[src/rtl/uart_rx_core.sv]
// 8N1 UART receiver: 2-flop synchronizer, mid-bit sampling FSM, valid/ready holding register.
// rx_valid rises HALF+9*DIV+3 cycles after the start edge; a byte arriving while the register is full is dropped with an overrun pulse.
module uart_rx_core #(
  parameter int CLK_FREQ_HZ = 100_000_000,
  parameter int BAUD_RATE   = 115200
) (
  input  logic       clk_in,
  input  logic       rst_n,
  input  logic       rx_in,
  output logic [7:0] rx_data,
  output logic       rx_valid,
  input  logic       rx_ready,
  output logic       frame_err,
  output logic       overrun,
  output logic       busy
);

  localparam int DIV  = (CLK_FREQ_HZ + BAUD_RATE / 2) / BAUD_RATE;
  localparam int HALF = DIV / 2;
  localparam int CW   = $clog2(DIV);

  generate
    if (DIV < 8) begin : g_div_check
      $error("uart_rx_core: clock/baud ratio too small, DIV must be >= 8");
    end
  endgenerate

  typedef enum logic [2:0] {
    S_IDLE,
    S_START,
    S_DATA,
    S_STOP,
    S_BRK
  } state_t;

  logic          sync1_q;
  logic          rxs_q;
  state_t        state_q, state_d;
  logic [CW-1:0] cnt_q, cnt_d;
  logic [2:0]    idx_q, idx_d;
  logic [7:0]    sh_q, sh_d;
  logic          dlv_evt_q, dlv_evt_d;
  logic          ferr_evt_q, ferr_evt_d;
  logic [7:0]    rx_data_q, rx_data_d;
  logic          rx_valid_q, rx_valid_d;
  logic          overrun_q, overrun_d;
  logic          frame_err_q;
  logic          busy_q;

  always_ff @(posedge clk_in or negedge rst_n) begin
    if (!rst_n) begin
      sync1_q <= 1'b1;
      rxs_q   <= 1'b1;
    end else begin
      sync1_q <= rx_in;
      rxs_q   <= sync1_q;
    end
  end

  always_comb begin
    state_d    = state_q;
    cnt_d      = cnt_q;
    idx_d      = idx_q;
    sh_d       = sh_q;
    dlv_evt_d  = 1'b0;
    ferr_evt_d = 1'b0;
    case (state_q)
      S_IDLE: begin
        cnt_d = '0;
        idx_d = '0;
        if (!rxs_q) state_d = S_START;
      end
      S_START: begin
        cnt_d = cnt_q + CW'(1);
        if (cnt_q == CW'(HALF - 1)) begin
          cnt_d   = '0;
          idx_d   = '0;
          // A start bit that is already high again at mid-bit was a glitch.
          state_d = rxs_q ? S_IDLE : S_DATA;
        end
      end
      S_DATA: begin
        cnt_d = cnt_q + CW'(1);
        if (cnt_q == CW'(DIV - 1)) begin
          cnt_d = '0;
          sh_d  = {rxs_q, sh_q[7:1]};
          idx_d = idx_q + 3'd1;
          if (idx_q == 3'd7) state_d = S_STOP;
        end
      end
      S_STOP: begin
        cnt_d = cnt_q + CW'(1);
        if (cnt_q == CW'(DIV - 1)) begin
          cnt_d = '0;
          // Leaving at mid-stop-bit keeps us ready for a back-to-back start edge.
          if (rxs_q) begin
            dlv_evt_d = 1'b1;
            state_d   = S_IDLE;
          end else begin
            ferr_evt_d = 1'b1;
            state_d    = S_BRK;
          end
        end
      end
      S_BRK: begin
        cnt_d = '0;
        if (rxs_q) state_d = S_IDLE;
      end
      default: begin
        cnt_d   = '0;
        state_d = S_IDLE;
      end
    endcase
  end

  always_ff @(posedge clk_in or negedge rst_n) begin
    if (!rst_n) begin
      state_q    <= S_IDLE;
      cnt_q      <= '0;
      idx_q      <= '0;
      sh_q       <= '0;
      dlv_evt_q  <= 1'b0;
      ferr_evt_q <= 1'b0;
    end else begin
      state_q    <= state_d;
      cnt_q      <= cnt_d;
      idx_q      <= idx_d;
      sh_q       <= sh_d;
      dlv_evt_q  <= dlv_evt_d;
      ferr_evt_q <= ferr_evt_d;
    end
  end

  // sh_q is untouched until the next frame's first data sample, so it is still valid one cycle after STOP.
  always_comb begin
    rx_data_d  = rx_data_q;
    rx_valid_d = rx_valid_q;
    overrun_d  = 1'b0;
    if (dlv_evt_q) begin
      if (!rx_valid_q || rx_ready) begin
        rx_data_d  = sh_q;
        rx_valid_d = 1'b1;
      end else begin
        overrun_d = 1'b1;
      end
    end else if (rx_valid_q && rx_ready) begin
      rx_valid_d = 1'b0;
    end
  end

  always_ff @(posedge clk_in or negedge rst_n) begin
    if (!rst_n) begin
      rx_data_q   <= '0;
      rx_valid_q  <= 1'b0;
      overrun_q   <= 1'b0;
      frame_err_q <= 1'b0;
      busy_q      <= 1'b0;
    end else begin
      rx_data_q   <= rx_data_d;
      rx_valid_q  <= rx_valid_d;
      overrun_q   <= overrun_d;
      frame_err_q <= ferr_evt_q;
      busy_q      <= (state_q != S_IDLE);
    end
  end

  assign rx_data   = rx_data_q;
  assign rx_valid  = rx_valid_q;
  assign overrun   = overrun_q;
  assign frame_err = frame_err_q;
  assign busy      = busy_q;

endmodule

[config.mk]
export PLATFORM = sky130hd
export DESIGN_NAME = uart_rx_core
export DESIGN_NICKNAME = d
export VERILOG_FILES = /design/src/rtl/uart_rx_core.sv
export SDC_FILE = /design/constraint.sdc
export NUM_CORES = 1
export LEC_CHECK = 0
export CORE_ASPECT_RATIO = 0.9
export CORE_UTILIZATION = 50
export CTS_CLUSTER_DIAMETER = 30
export DETAILED_ROUTE_END_ITERATION = 8
export PLACE_DENSITY = 0.83
export SYNTH_ARGS = -nofsm -noshare
export SYNTH_HDL_FRONTEND = slang
export SYNTH_SLANG_ARGS = --single-unit
[constraint.sdc]
create_clock -name clk_in -period 1.9 [get_ports clk_in]
set_clock_uncertainty 0.1 [all_clocks]
set_input_delay 0.19 -clock clk_in [delete_from_list [all_inputs] [get_ports clk_in]]
set_output_delay 0.19 -clock clk_in [all_outputs]
set_load 0.03 [all_outputs]
# Word level (Yosys, flattened, before mapping)
# Cells that the tools add are included.
[word_totals] output_inout_bits=12 register_bits=40 elab_cells=68
[op_classes] n_eq_ne=14 addsub=2 mux=26 n_reduce_logical=13
[op_table] operator="2-to-1 mux 3 bit" count=9
[op_table] operator="2-to-1 mux 10 bit" count=2
[op_table] operator="case mux 10 bit (2 select lines)" count=1
[op_table] operator="case mux 3 bit (5 select lines)" count=1
[op_table] operator="inequality test 2 bit (second input constant)" count=6
[op_table] operator="2-to-1 mux 1 bit" count=11
[op_table] operator="adder 10 x 1 -> 10 bit (second input constant)" count=1
[op_table] operator="equality test 10 bit (second input constant)" count=1
[op_table] operator="equality test 10 x 9 -> 1 bit (second input constant)" count=1
[op_table] operator="case mux 3 bit (3 select lines)" count=1
[op_table] operator="equality test 3 x 2 -> 1 bit (second input constant)" count=2
[op_table] operator="equality test 3 bit (second input constant)" count=2
[op_table] operator="AND reduction 2 bit" count=3
[op_table] operator="AND reduction 6 bit" count=1
[op_table] operator="nonzero test 3 bit" count=2
[op_table] operator="adder 3 x 1 -> 3 bit (second input constant)" count=1
[op_table] operator="equality test 3 x 1 -> 1 bit (second input constant)" count=1
[op_table] operator="logical NOT 3 bit" count=1
[op_table] operator="AND reduction 3 bit" count=1
[op_table] operator="2-to-1 mux 2 bit" count=1
[op_table] operator="inequality test 2 x 1 -> 1 bit (second input constant)" count=1
[op_table] operator="nonzero test 2 bit" count=1
[op_table] operator="OR reduction 2 bit" count=1
[op_table] operator="logical AND 1 bit" count=1
[op_table] operator="other kinds (2)" count=2

# Longest topological paths before layout
[depth] ltp_word=4 ltp_mapped=7

# Worst setup path after synthesis
# OpenSTA, ideal clock, no wires.
[synth_timing] path_type="reg-to-reg" startpoint="reg cnt_q[2]" endpoint="reg sh_q[1]" t_required_ps=1675 setup_ps=125 slack_ps=-126 stages_incl_launch_ff=6 t_arrival_ps=1802 cell_sequence="dfrtp_1 > or3b_4 > nor3b_4 > nor3b_4 > buf_6 > mux2_2"
[synth_via] elab_chain_len=2
[synth_lines] element="from (decl)" line="39" source="logic [CW-1:0] cnt_q, cnt_d;"
[synth_lines] element="from (signal assigned)" line="126" source="cnt_q <= cnt_d;"
[synth_lines] element="equality test 10 bit" line="84" source="if (cnt_q == CW'(DIV - 1)) begin"
[synth_lines] element="AND reduction 2 bit (no source line)"
[synth_lines] element="to (signal assigned)" line="121" source="sh_q <= '0;"
[synth_lines] element="to (signal assigned)" line="128" source="sh_q <= sh_d;"
[synth_lines] element="to (decl)" line="41" source="logic [7:0] sh_q, sh_d;"
# Every way passes these cells.
# A chain may end at the register's enable or synchronous reset.

# Worst setup path after layout
[layout_timing] startpoint="reg cnt_q[3]" endpoint="reg sh_q[5]"
# Same word-level chain as after synthesis.

==> impl_results.md <==
- Post-DRT Antenna Nets: 0
- Syn Nets: 143
- Post-DP HPWL: roughly 2100 um
- Pwr per Cell Area: 663 nW/um2
- Total GRT Usage: 0.189
- RSZ-0062 raised after global routing: yes
- Row Count: 19
- First-pass GRT wire length: 5110 um
- Post-route setup slack: -31.5 ps
- CP Capture Type: flip-flop
- XOR/XNOR Fraction of Synth Area: 0.0410
- Post-synthesis compound-gate area fraction: 0.0410
- Max Freq: 0.518 GHz
- Die extent in y: 57.4 um
- Bufs on Longest Clock Path: 2
- GP Congestion: 0.936
- Post-synth top area cell: dfrtp_1
- Initial Utilization: 0.540
- Number of fill cells: 198
- #FFs+latches synth: 40
- Critical Path RT: 1990 ps
- DRC: 0
- Outcome: finished, violations left
- Port bufs: 15
- # setup viols final: 9
- Pins Over Slew Limit: 0
- Layout Nets: 180
- Layout cells sized above 1: 0.353
- Die Wd: 63.6 um
- Antenna violations before repair: 0
- Grt ovf: 0
- Worst min-delay path class: in2reg
- Synth warn: 0
- Vias in the first global route: 1134
- Die area: 3650 um2
- Drt wl/cell: 15.7 um
- Largest net degree at the start of global routing: 41
- CTS Buf Count: 5
- P&R area growth vs syn: 29.8%
- Post-synth top flop: dfrtp_1
- Worst-path maximum fanout: 6
- VDD IR max: 0.528 mV
- Clk sink count: 40
- Netlist cell types: 31
- Violated checks: setup timing
- Area taken by flip-flops and latches: 1000 um2
- Avg Synthesized Cell Area: 12.7 um2
- Initial DRC count: 58
- Post-synthesis mux area share: 0.112
- Total Power: 0.00147 W
- Startpoint types: flip-flop
- Final hold vios: 0
- Asr flop ratio synth: 1.00
- Leak: 1.01 nW
- Critical Path AT: between 2000 and 2500 ps
- DR vias: 1199
- Worst skew pair latency: 290 ps
- Placeable Area: 3160 um2
- Post-Syn Area: 1710 um2
- Post-synthesis simple-gate area fraction: 0.164
- Relative slew slack: 0.681
- CTS tree: built
- Synth top area cells: dfrtp_1 (56%), mux2_2 (11%), nor2_1 (4.0%)
- Worst Max-Slew Pin Slew: 479 ps
- DR pass1 iterations: 4
- Final Cycle Share: 1.02
- Setup TNS Final: -180 ps
- # Max-Cap Violations: 0
- Seq/Total Area, Yosys: 0.588
- Fin crit period: approximately 1900 ps
- N_diodes: 0
- Total Wirelength: ~3400 um
- Root Buffer: clkbuf_8
- WS Path Type: reg2reg
- Post-Syn Instances: 135
- Clock slew at reported path FFs: 80 ps
- Adder-Cell Fraction of Synth Area: 0.0293
- Synth top area share: 0.557
- Htree depth: 2
- EDFF count, synth: 0
- Main combinational cell family by area after synthesis: simple AND/OR/NAND/NOR gates
- Via density: 5.58
- Fin area: 2220 um2
- Ports: 16
- Placement-stage cell area: 2020 um2
- Multi-input gate area: around 750 um2
[layout by cell type (no fill, tap or decap), types with 2 or more instances in the layout]
cell              n
ha_1              2
xnor2_1           5
nand2b_1          2
mux2_4            8
dfstp_2           2
nor2_1           18
clkinvlp_4        2
inv_1             5
ha_2              2
nand3_1           5
nand4_1           3
dfrtp_1          38
nor3_1            4
nor3b_4           2
clkdlybuf4s50_1  14
a22o_1            2
clkbuf_8          6
xor2_1            3
buf_4            15
nand2_1           8
mux2_2            9
buf_6             2
[metal layers]
layer / wire length (um) / track usage / vias up
met5: 0 / 0 / -
met4: 95 / 0.0942 / 0
met3: 208 / 0.0600 / 10
met2: 1600 / 0.281 / 55
met1: 1470 / 0.251 / 593
li1: - / - / 541
[registers in the layout, indices dropped and copies added, names as in the netlist, 3 cells and up]
name / count
rx_data: 8
cnt_q: 10
sh_q: 8
idx_q: 3
state_q: 3
[area by class of cell]
type	count	area share
sequential	40	0.453
multi-input combinational	87	0.340
timing repair buffer	33	0.131
clock buffer	6	0.0372
tap	42	0.0237
inverter	5	0.00846
clock inverter	2	0.00677
[cell families (layout without fill, tap and decap cells)]
kind of cell             after synthesis  count (layout)
XOR/XNOR                               8               8
multiplexers                          17              17
AO/OA/AOI/OAI                          8               8
AND/OR/NAND/NOR                       50              50
flip-flops                            40              40
buffers and inverters                  8              46
adder cells (fa/ha/maj)                4               4
[worst max-delay path: stages, from the launching register on]
cell and delay [ps]:
dfrtp_1 390, or3b_4 420, nor3b_4 190, nor3b_4 260
buf_6 170, mux2_4 300
[worst paths after layout]
path | to | slack (ps) | startpoint | cells past startpoint
hold / removal | sync1_q | 200 | rx_in | 1
hold reg to reg | rxs_q | 260 | sync1_q | 0
setup reg to reg | sh_q[5] | -30 | cnt_q[3] | 5
setup / recovery | sh_q[5] | -30 | cnt_q[3] | 5
max in group asynchronous | rxs_q | 970 | rst_n | 3
min in group asynchronous | frame_err | 370 | rst_n | 3
[Yosys cell counts (all sizes together) (2+ instances only)]
master   n
inv      5
dfrtp   38
nand2b   2
ha       4
nand2    8
nor3     5
buf      3
a22o     2
nand3    5
xnor2    5
nor3b    2
nor2    18
xor2     3
mux2    17
dfstp    2
nand4    3
[where the power goes]
part           internal, W  switching (W)
Sequential        0.000855     0.00000251
Clock             0.000294       0.000296
Combinational   0.00000762      0.0000166
[through the flow]
step	setup slack, ps	utilization	instances	hold WS, ps
finish	-31.5	0.701	215	196
global route	-107	0.701	215	202
CTS	-23.0	0.678	213	191
detailed placement	-32.3	0.640	204	167
global placement	6.19	0.640	204	163
floorplan	-95.6	-	135	-206
[repair_timing]
item | in CTS | in global routing
pin swaps | 0 | 1
endpoints found under the setup margin | 7 | 10
hold buffers | 1 | 0
setup buffers | 0 | 2
endpoints found under the hold margin | 38 | 0
gates resized for setup | 2 | 10
Power figures use the tool's default switching activity.
